**config.mk**
```make
export PLATFORM = sky130hd
export DESIGN_NAME = crc_seq_ctrl
export DESIGN_NICKNAME = d
export VERILOG_FILES = /design/src/rtl/crc_seq_pkg.sv /design/src/rtl/crc_seq_ctrl.sv
export SDC_FILE = /design/constraint.sdc
export NUM_CORES = 1
export LEC_CHECK = 0
export CAP_MARGIN = 10
export CORE_MARGIN = 2
export CORE_UTILIZATION = 47
export CTS_CLUSTER_SIZE = 10
export DETAILED_ROUTE_END_ITERATION = 8
export PLACE_DENSITY = 0.83
export SYNTH_ARGS = -nofsm -noshare
export SYNTH_HDL_FRONTEND = slang
export SYNTH_SLANG_ARGS = --single-unit
export TNS_END_PERCENT = 30
```
**constraint.sdc**
```tcl
create_clock -name clk -period 4.95 [get_ports clk]
set_input_delay 0.99 -clock clk [delete_from_list [all_inputs] [get_ports clk]]
set_output_delay 0.99 -clock clk [all_outputs]
set_load 0.01 [all_outputs]
```
**src/rtl/crc_seq_pkg.sv**
```systemverilog
// rtl/crc_seq_pkg.sv - shared types and constants for the CRC sequencing controller
//
// Purpose: operation and FSM state encodings, default CRC constants and the
// byte-count width used by crc_seq_ctrl.
// Ports: none (package).

package crc_seq_pkg;

  typedef enum logic [1:0] {
    OP_RESET = 2'd0,
    OP_BYTE  = 2'd1,
    OP_WORD  = 2'd2,
    OP_READ  = 2'd3
  } crc_op_t;

  typedef enum logic [1:0] {
    IDLE = 2'd0,
    BUSY = 2'd1,
    RESP = 2'd2
  } crc_seq_state_t;

  localparam logic [31:0] CRC_INIT_DEFAULT    = 32'hFFFF_FFFF;
  localparam logic [31:0] CRC_XOR_OUT_DEFAULT = 32'hFFFF_FFFF;

  // Remaining-byte counter; a 32-bit word holds at most 4 bytes.
  localparam int CRC_CNT_W = 2;
  typedef logic [CRC_CNT_W-1:0] crc_cnt_t;

endpackage

```
**src/rtl/crc_seq_ctrl.sv**
```systemverilog
// rtl/crc_seq_ctrl.sv - sequencing controller for the byte-wise table-lookup CRC datapath
//
// Purpose: accepts CFU CRC operations on a valid/ready request port, holds the
// running CRC, feeds the external single-byte lookup step one byte per cycle
// and returns results on a valid/ready response port.
//
// Ports:
//   clk, rst              clock; asynchronous active-high reset
//   req_valid/req_ready   request handshake
//   req_op                0=OP_RESET 1=OP_BYTE 2=OP_WORD 3=OP_READ
//   req_data0             byte in [7:0] (OP_BYTE) or 32-bit word (OP_WORD)
//   req_data1             [1:0] = byte count minus 1 for OP_WORD (partial build only)
//   resp_valid/resp_ready response handshake
//   resp_data             result (OP_READ returns crc ^ XOR_OUT, others raw crc)
//   dp_data0              datapath byte operand {24'b0, current byte}
//   dp_data1              datapath state operand (crc_reg)
//   dp_result             datapath combinational step result
//
// Build option: CRC_SEQ_PARTIAL_EN - when defined, OP_WORD processes
// req_data1[1:0]+1 low-order bytes instead of always 4.

module crc_seq_ctrl
  import crc_seq_pkg::*;
#(
  parameter logic [31:0] INIT_VALUE = CRC_INIT_DEFAULT,
  parameter logic [31:0] XOR_OUT    = CRC_XOR_OUT_DEFAULT
) (
  input  logic        clk,
  input  logic        rst,
  input  logic        req_valid,
  output logic        req_ready,
  input  logic [1:0]  req_op,
  input  logic [31:0] req_data0,
  input  logic [31:0] req_data1,
  output logic        resp_valid,
  input  logic        resp_ready,
  output logic [31:0] resp_data,
  output logic [31:0] dp_data0,
  output logic [31:0] dp_data1,
  input  logic [31:0] dp_result
);

  crc_seq_state_t state, state_d;
  logic [31:0]    crc_reg, crc_d;
  logic [31:0]    shreg, shreg_d;
  crc_cnt_t       cnt, cnt_d;
  logic [31:0]    resp_q, resp_d;
  crc_cnt_t       word_cnt;
  crc_op_t        op;
  logic           unused_req_bits;

  assign op = crc_op_t'(req_op);

`ifdef CRC_SEQ_PARTIAL_EN
  assign word_cnt        = req_data1[CRC_CNT_W-1:0];
  assign unused_req_bits = ^req_data1[31:CRC_CNT_W];
`else
  assign word_cnt        = '1;
  assign unused_req_bits = ^req_data1;
`endif

  // Datapath operands come only from registers, so there is no
  // combinational path from the request port into the lookup step.
  assign dp_data0   = {24'b0, shreg[7:0]};
  assign dp_data1   = crc_reg;

  assign resp_valid = (state == RESP);
  assign resp_data  = resp_q;

  always_ff @(posedge clk or posedge rst) begin
    if (rst) begin
      state   <= IDLE;
      crc_reg <= INIT_VALUE;
      shreg   <= '0;
      cnt     <= '0;
      resp_q  <= '0;
    end else begin
      state   <= state_d;
      crc_reg <= crc_d;
      shreg   <= shreg_d;
      cnt     <= cnt_d;
      resp_q  <= resp_d;
    end
  end

  always_comb begin
    state_d   = state;
    crc_d     = crc_reg;
    shreg_d   = shreg;
    cnt_d     = cnt;
    resp_d    = resp_q;
    // Gate with rst so nothing looks acceptable while reset is held.
    req_ready = (state == IDLE) && !rst;

    case (state)
      IDLE: begin
        if (req_valid && req_ready) begin
          case (op)
            OP_RESET: begin
              crc_d   = INIT_VALUE;
              resp_d  = INIT_VALUE;
              state_d = RESP;
            end
            OP_READ: begin
              resp_d  = crc_reg ^ XOR_OUT;
              state_d = RESP;
            end
            OP_BYTE: begin
              shreg_d = req_data0;
              cnt_d   = '0;
              state_d = BUSY;
            end
            OP_WORD: begin
              shreg_d = req_data0;
              cnt_d   = word_cnt;
              state_d = BUSY;
            end
            default: state_d = IDLE;
          endcase
        end
      end

      BUSY: begin
        // One byte per cycle, least significant byte first.
        crc_d   = dp_result;
        shreg_d = shreg >> 8;
        if (cnt == '0) begin
          resp_d  = dp_result;
          state_d = RESP;
        end else begin
          cnt_d = cnt - crc_cnt_t'(1);
        end
      end

      RESP: begin
        if (resp_ready) begin
          state_d = IDLE;
        end
      end

      default: state_d = IDLE;
    endcase
  end

endmodule

```
==> results_dict.tcl <==
set metrics [dict create \
    power.density_nw_per_um2 628 \
    period_minus_slack_ps 3310 \
    grt_first_pass_wirelength_mm 18.0 \
    critical_path_arrival_ps 2320 \
    avgSynthCellArea_um2 12.8 \
    num-nets-final 616 \
    io_pins 200 \
    synth-async-reset-ratio_pct 100 \
    ys_top_cells_by_area "dfrtp_1, dfstp_2, mux2_2" \
    setup_viol 0 \
    syn-cell-area_um2 4980 \
    grt_max_degree 91 \
    areaGrowthSynthToFinish_pct 30.7 \
    synth_top_area_share_pct 34.2 \
    cp_common_cell "clkdlybuf4s50_1" \
    drt-initial-drc-count 126 \
    grt_setup_unrepaired "false" \
    critPathBufInv 2 \
    drv_cap 0 \
    clock-root-buffer "clkbuf_8" \
    wire_per_inst_um 17.5 \
    required_ps 3960 \
    path_clk_slew_ps 90 \
    synth_flop_cell "dfrtp_1" \
    antenna_cells 0 \
    die_w_um 107 \
    crit_chain "clkdlybuf4s50_1 -> nor3_1 -> clkdlybuf4s50_1" \
    setup.worst_path.end_class "output pin" \
    insertion_delay_ps 360 \
    synth_edf_count 0 \
    yosysSeqAreaShare_pct 51.1 \
    synth.largest_area_cell "dfrtp_1" \
    htreeDepth 3 \
    hold_class "flop to flop" \
    pre_cts_slack_ps 1630 \
    cts_resized 0 \
    maxSlewViolCount 0 \
    maxSlewHeadroom_pct 28.8 \
    grt_pass1_vias 3518 \
    fmax_mhz 302 \
    fin_ws_ps 1640 \
    fp.dieArea_um2 11400 \
    hpwl_mm 7.58 \
    p_total_mw 4.09 \
    utilization_pct 63.0 \
    synth_commonest_cells "mux2_2, dfrtp_1, nor3b_1" \
    post-route-period-util_pct 66.8 \
    min_from "shreg[4]$_DFFE_PP0P_" \
    drt-total-wl_mm 11.4 \
    slowest_stage "clkdlybuf4s50_1" \
    initial_core_util_pct 48.2 \
    rows 37 \
    core_area_um2 10300 \
    cts_hold_buffers 0 \
    max_stage_delay_ps 590 \
    critPathTopFamily "buffers and inverters" \
    layout.cells.non_filler 650 \
    cts_buffer_depth 2 \
    clock_skew_ps 8.47 \
    drive_gt1_share_pct 28.0 \
    cts_tree "yes" \
    drc_errors 0 \
    yosysUniqueCellTypes 34 \
    path_max_fanout 7 \
    vias_per_cell 5.42 \
    yosysWarnings 0 \
    dieHeight_um 107 \
    place_congestion 0.752 \
    synthesis.instances 389 \
    clock_sinks 100 \
    crit_type "primary input to output pin" \
    worst_slew_pin_slew_ps 1070 \
    p_leak_nw 2.50 \
    grt_overflow 0 \
    dp.cells 634 \
    synth_most_common_cell "mux2_2" \
    vias 3522 \
    cts-buffers-inserted 9 \
    first_pass_iters 4 \
    synth-seq-cells 100 \
    finalSetupTns_ps 0 \
    track_usage_pct 20.0 \
    status "completed" \
    peakVddDrop_uv 344 \
    hold_viol 0 \
    cts_setup_buffers 0 \
    antenna_found_initial 0 \
    postRouteAntennaNets 0 \
    critPathLaunch "rst" \
    io_buffers 143 \
    rr_startpoint "state[1]$_DFFE_PP0P_" \
    cp-start-kind "primary input" \
]
==> state kept, by name, indices dropped and copies added, names as in the netlist <==
| name | count |
|---|---|
| resp_data | 32 |
| shreg | 32 |
| cnt | 2 |
| dp_data1 | 32 |
| state | 2 |
==> path summary, 6_finish.rpt <==
kind,end,slack (ps),depth (start not counted)
setup reg to reg,shreg[21]$_DFFE_PP0P_,2030,3
setup / recovery,req_ready,1640,3
max in group asynchronous,dp_data1[4]$_DFFE_PP1P_,2670,3
hold / removal,shreg[4]$_DFFE_PP0P_,510,1
hold reg to reg,shreg[4]$_DFFE_PP0P_,510,1
min in group asynchronous,shreg[27]$_DFFE_PP0P_,1350,2
==> power breakdown <==
| part | total, mW | leakage [nW] | internal, mW | switching [mW] |
|---|---|---|---|---|
| Sequential | 1.60 | 1.10 | 1.31 | 0.292 |
| Combinational | 2.02 | 1.32 | 1.19 | 0.828 |
| Clock | 0.473 | 0.0885 | 0.196 | 0.278 |
| Total | 4.09 | 2.50 | 2.69 | 1.40 |
==> per-stage QoR <==
stage	cell area [µm²]	hold WS [ps]
3_5_place_dp	6330	492
3_3_place_gp	6330	485
6_report	6510	514
5_1_grt	6510	530
4_1_cts	6510	516
2_1_floorplan	5060	469
==> cells by family (layout without fill, tap and decap cells) <==
logic type | count (synthesis) | after routing | share of synthesized area, %
other | 1 | 24 | 0.0753
multiplexers | 81 | 81 | 19.1
AO/OA/AOI/OAI | 83 | 83 | 12.7
flip-flops | 100 | 100 | 51.1
AND/OR/NAND/NOR | 48 | 48 | 7.11
buffers and inverters | 71 | 173 | 8.70
adder cells (fa/ha/maj) | 5 | 5 | 1.26
==> cells in the final DEF, fill, tap and decap left out, types with 2 or more instances in the layout <==
| cell type | count |
|---|---|
| nor3b_1 | 34 |
| nor3_1 | 2 |
| nor2b_1 | 3 |
| o22a_1 | 32 |
| a21oi_2 | 2 |
| dfstp_2 | 32 |
| ha_1 | 5 |
| o21ai_0 | 2 |
| clkdlybuf4s50_1 | 143 |
| mux2_4 | 10 |
| clkinvlp_4 | 2 |
| inv_1 | 6 |
| clkbuf_8 | 10 |
| nor4b_1 | 2 |
| a21oi_1 | 2 |
| clkinv_2 | 3 |
| conb_1 | 24 |
| buf_4 | 7 |
| a22o_1 | 8 |
| mux2_2 | 70 |
| dfrtp_1 | 68 |
| a31oi_1 | 32 |
| nand3b_1 | 2 |
==> final cells by class <==
| cell class | count | area (µm²) |
|---|---|---|
| Multi-Input combinational cell | 241 | 2100 |
| Tap cell | 136 | 170 |
| Inverter | 7 | 28.8 |
| Clock buffer | 10 | 138 |
| Sequential cell | 100 | 2540 |
| Clock inverter | 6 | 38.8 |
| Timing Repair Buffer | 150 | 1480 |
| Fill cell | 802 | 3820 |
==> routing by layer <==
layer  part of all wire, %  vias up  track usage, %  wire, µm
met3                   6.5       11            5.65       734
met2                    47      132            32.2      5380
met4                   1.1        0            5.47       124
met1                    45     1764            26.5      5140
li1                      -     1615               -         -
met5                     0        -               0         0
Power figures use the tool's default switching activity.
==> RTL edit, RTL diff (same settings) <==
Set the package constant `CRC_CNT_W` to 4 (it was 2).
--- a/src/rtl/crc_seq_pkg.sv
+++ b/src/rtl/crc_seq_pkg.sv
@@ -24,5 +24,5 @@
 
   // Remaining-byte counter; a 32-bit word holds at most 4 bytes.
-  localparam int CRC_CNT_W = 2;
+  localparam int CRC_CNT_W = 4;
   typedef logic [CRC_CNT_W-1:0] crc_cnt_t;
 
Behaviour: not the same (Yosys sat finds a counterexample within 10 cycles, from zero or initial values and one cycle with rst high).
==> RTL edit against the unedited design <==
  * Clock skew grew 0.0075 ns
  * First-iteration DRC count grew 52%
  * Cell area shrank 1.3%
  * Critical path depth is the same
  * Combinational power shrank 7%
  * Wire length shrank 3.9%
  * Setup slack gained 0.11 ns
  * Synthesized cell count grew 19%
  * Global-route usage grew 0.27 points
  * Synthesized area shrank 2.5%
  * Critical endpoint unchanged
  * Total power shrank 2.3%
  * Sequential cell count grew 2
  * Utilization is essentially flat
==> RTL edit: results (changes against the unedited design) <==
I/O Buffers: 143 (unchanged)
drt initial violations: 191 (+52%)
GRT Total Usage: 20.22% (+0.27 points)
register area share after synthesis: 53.40% (+2.3 points)
r2r setup slk: 2.26 ns (+0.23 ns)
GPL Wtd Cong: 0.7655 (+1.8%)
Synth Area in XOR/XNOR: 0.1804% (+0.18 points)
Top delay family on crit path: buffers and inverters
largest net degree at the start of global routing: 102 (+12%)
outcome: finished, final reports clean
max incr delay on CP: 0.57 ns (-0.02 ns)
clock-pin slew on the worst setup and hold paths: 0.10 ns
WL per Instance: 15.12 µm (-14%)
Synth area leaders: dfrtp_1 (36%), dfstp_2 (17%), mux2_2 (5.8%)
cells on worst reg2reg path: 5 (+2)
worst hold endpoint: resp_data[10]$_DFFE_PP0P_
asr flop ratio synth: 100.0% (unchanged)
first-pass GRT wire length: 18.40 mm (+2.4%)
max_slew headroom: 29.23% (+0.47 points)
vias in the first global route: 3833 (+9.0%)
setup bufs post-CTS: 0 (unchanged)
library cells used by synthesis: 33 (-2.9%)
Avg Vias per Cell: 5.183 (-4.4%)
ratio of cells with drive above 1 in the final layout: 16.18% (-12 points)
Tmin final: 3.198 ns (-0.1077 ns)
CTS H-tree depth: 3 (unchanged)
TritonRoute pass-1 iters: 4 (unchanged)
HP Class: flop to flop
Lkg Pwr: 2.568 nW (+2.6%)
skew final: 0.01600 ns (+0.007530 ns)
Hold Path Origin: resp_data[10]$_DFFE_PP0P_
final net count: 689 (+12%)
Worst Path Max Fanout: 4 (-3)
Worst-Skew Late Latency: 0.35 ns
Adder-Cell Fraction of Synth Area: 1.289% (+0.032 points)
Synth Area in Compound Gates: 14.92% (+2.2 points)
Reg-to-Reg Start: state[1]$_DFFE_PP0P_
mux contribution to synthesized area: 8.892% (-10 points)
RR Endpoint: resp_data[29]$_DFFE_PP0P_
worst vdd ir: 0.5613 mV (+63%)
initial antenna violation count: 0 (unchanged)
Detailed Place HPWL: 7.343 mm (-3.1%)
worst path arrival time: 2.21 ns (-0.11 ns)
Sw Pwr: 0.001436 W (+2.7%)
Commonest cells post-synth: dfrtp_1 (70), nor2_1 (60), nand2_1 (50)
## RTL edit: per-stage QoR
step	worst slack (ns)	cells	hold WS (ns)	utilization [%]	instance area, µm²
after floorplan	1.337	487	0.5047	-	4941
after global placement	1.633	707	0.4901	60.74	6186
after detailed placement	1.556	707	0.4944	60.74	6186
after CTS	1.737	723	0.5206	63.02	6419
after global routing	1.630	723	0.5428	63.02	6419
final	1.752	723	0.5157	63.02	6419
## RTL edit: how the worst max path moves through the flow
stage / to / slack, ns / cells after the start
6_report: req_ready / 1.75 / 3
5_1_grt: req_ready / 1.63 / 3
4_1_cts: req_ready / 1.74 / 3
3_5_place_dp: shreg[29]$_DFFE_PP0P_ / 1.56 / 8
3_3_place_gp: shreg[27]$_DFFE_PP0P_ / 1.63 / 8
2_1_floorplan: cnt[0]$_DFFE_PP0P_ / 1.34 / 1
## RTL edit: power groups by stage
stage	Combinational [W]	Clock, W	Sequential [W]
3_3_place_gp	0.00181	0	0.00153
3_5_place_dp	0.00188	0	0.00155
5_1_grt	0.00205	0.000634	0.00160
6_report	0.00187	0.000586	0.00154
2_1_floorplan	0.00112	0	0.00160
4_1_cts	0.00188	0.000600	0.00154
## RTL edit: final cells by class
| class | instances | area (µm²) |
|---|---|---|
| tap | 136 | 170.2 |
| fill | 827 | 3766 |
| timing repair buffer | 148 | 1469 |
| sequential | 102 | 2592 |
| clock inverter | 6 | 83.83 |
| multi-input combinational | 307 | 1899 |
| clock buffer | 10 | 148.9 |
| inverter | 14 | 55.05 |
## RTL edit: cells by family (layout without fill, tap and decap cells)
logic type	after synthesis	after routing
simple gates	133	133
compound gates	109	109
flops	102	102
buf+inv	78	178
mux	35	35
fa+ha+maj	5	5
other cells	1	24
xor+xnor	1	1
## RTL edit: metal layers
| layer | global-route usage, % | up-vias | part of all wire, % |
|---|---|---|---|
| met5 | 0 | - | 0 |
| met3 | 5.442 | 10 | 6.7 |
| met2 | 33.78 | 133 | 50 |
| met1 | 26.51 | 1830 | 43 |
| li1 | - | 1774 | - |
| met4 | 4.511 | 0 | 0.96 |
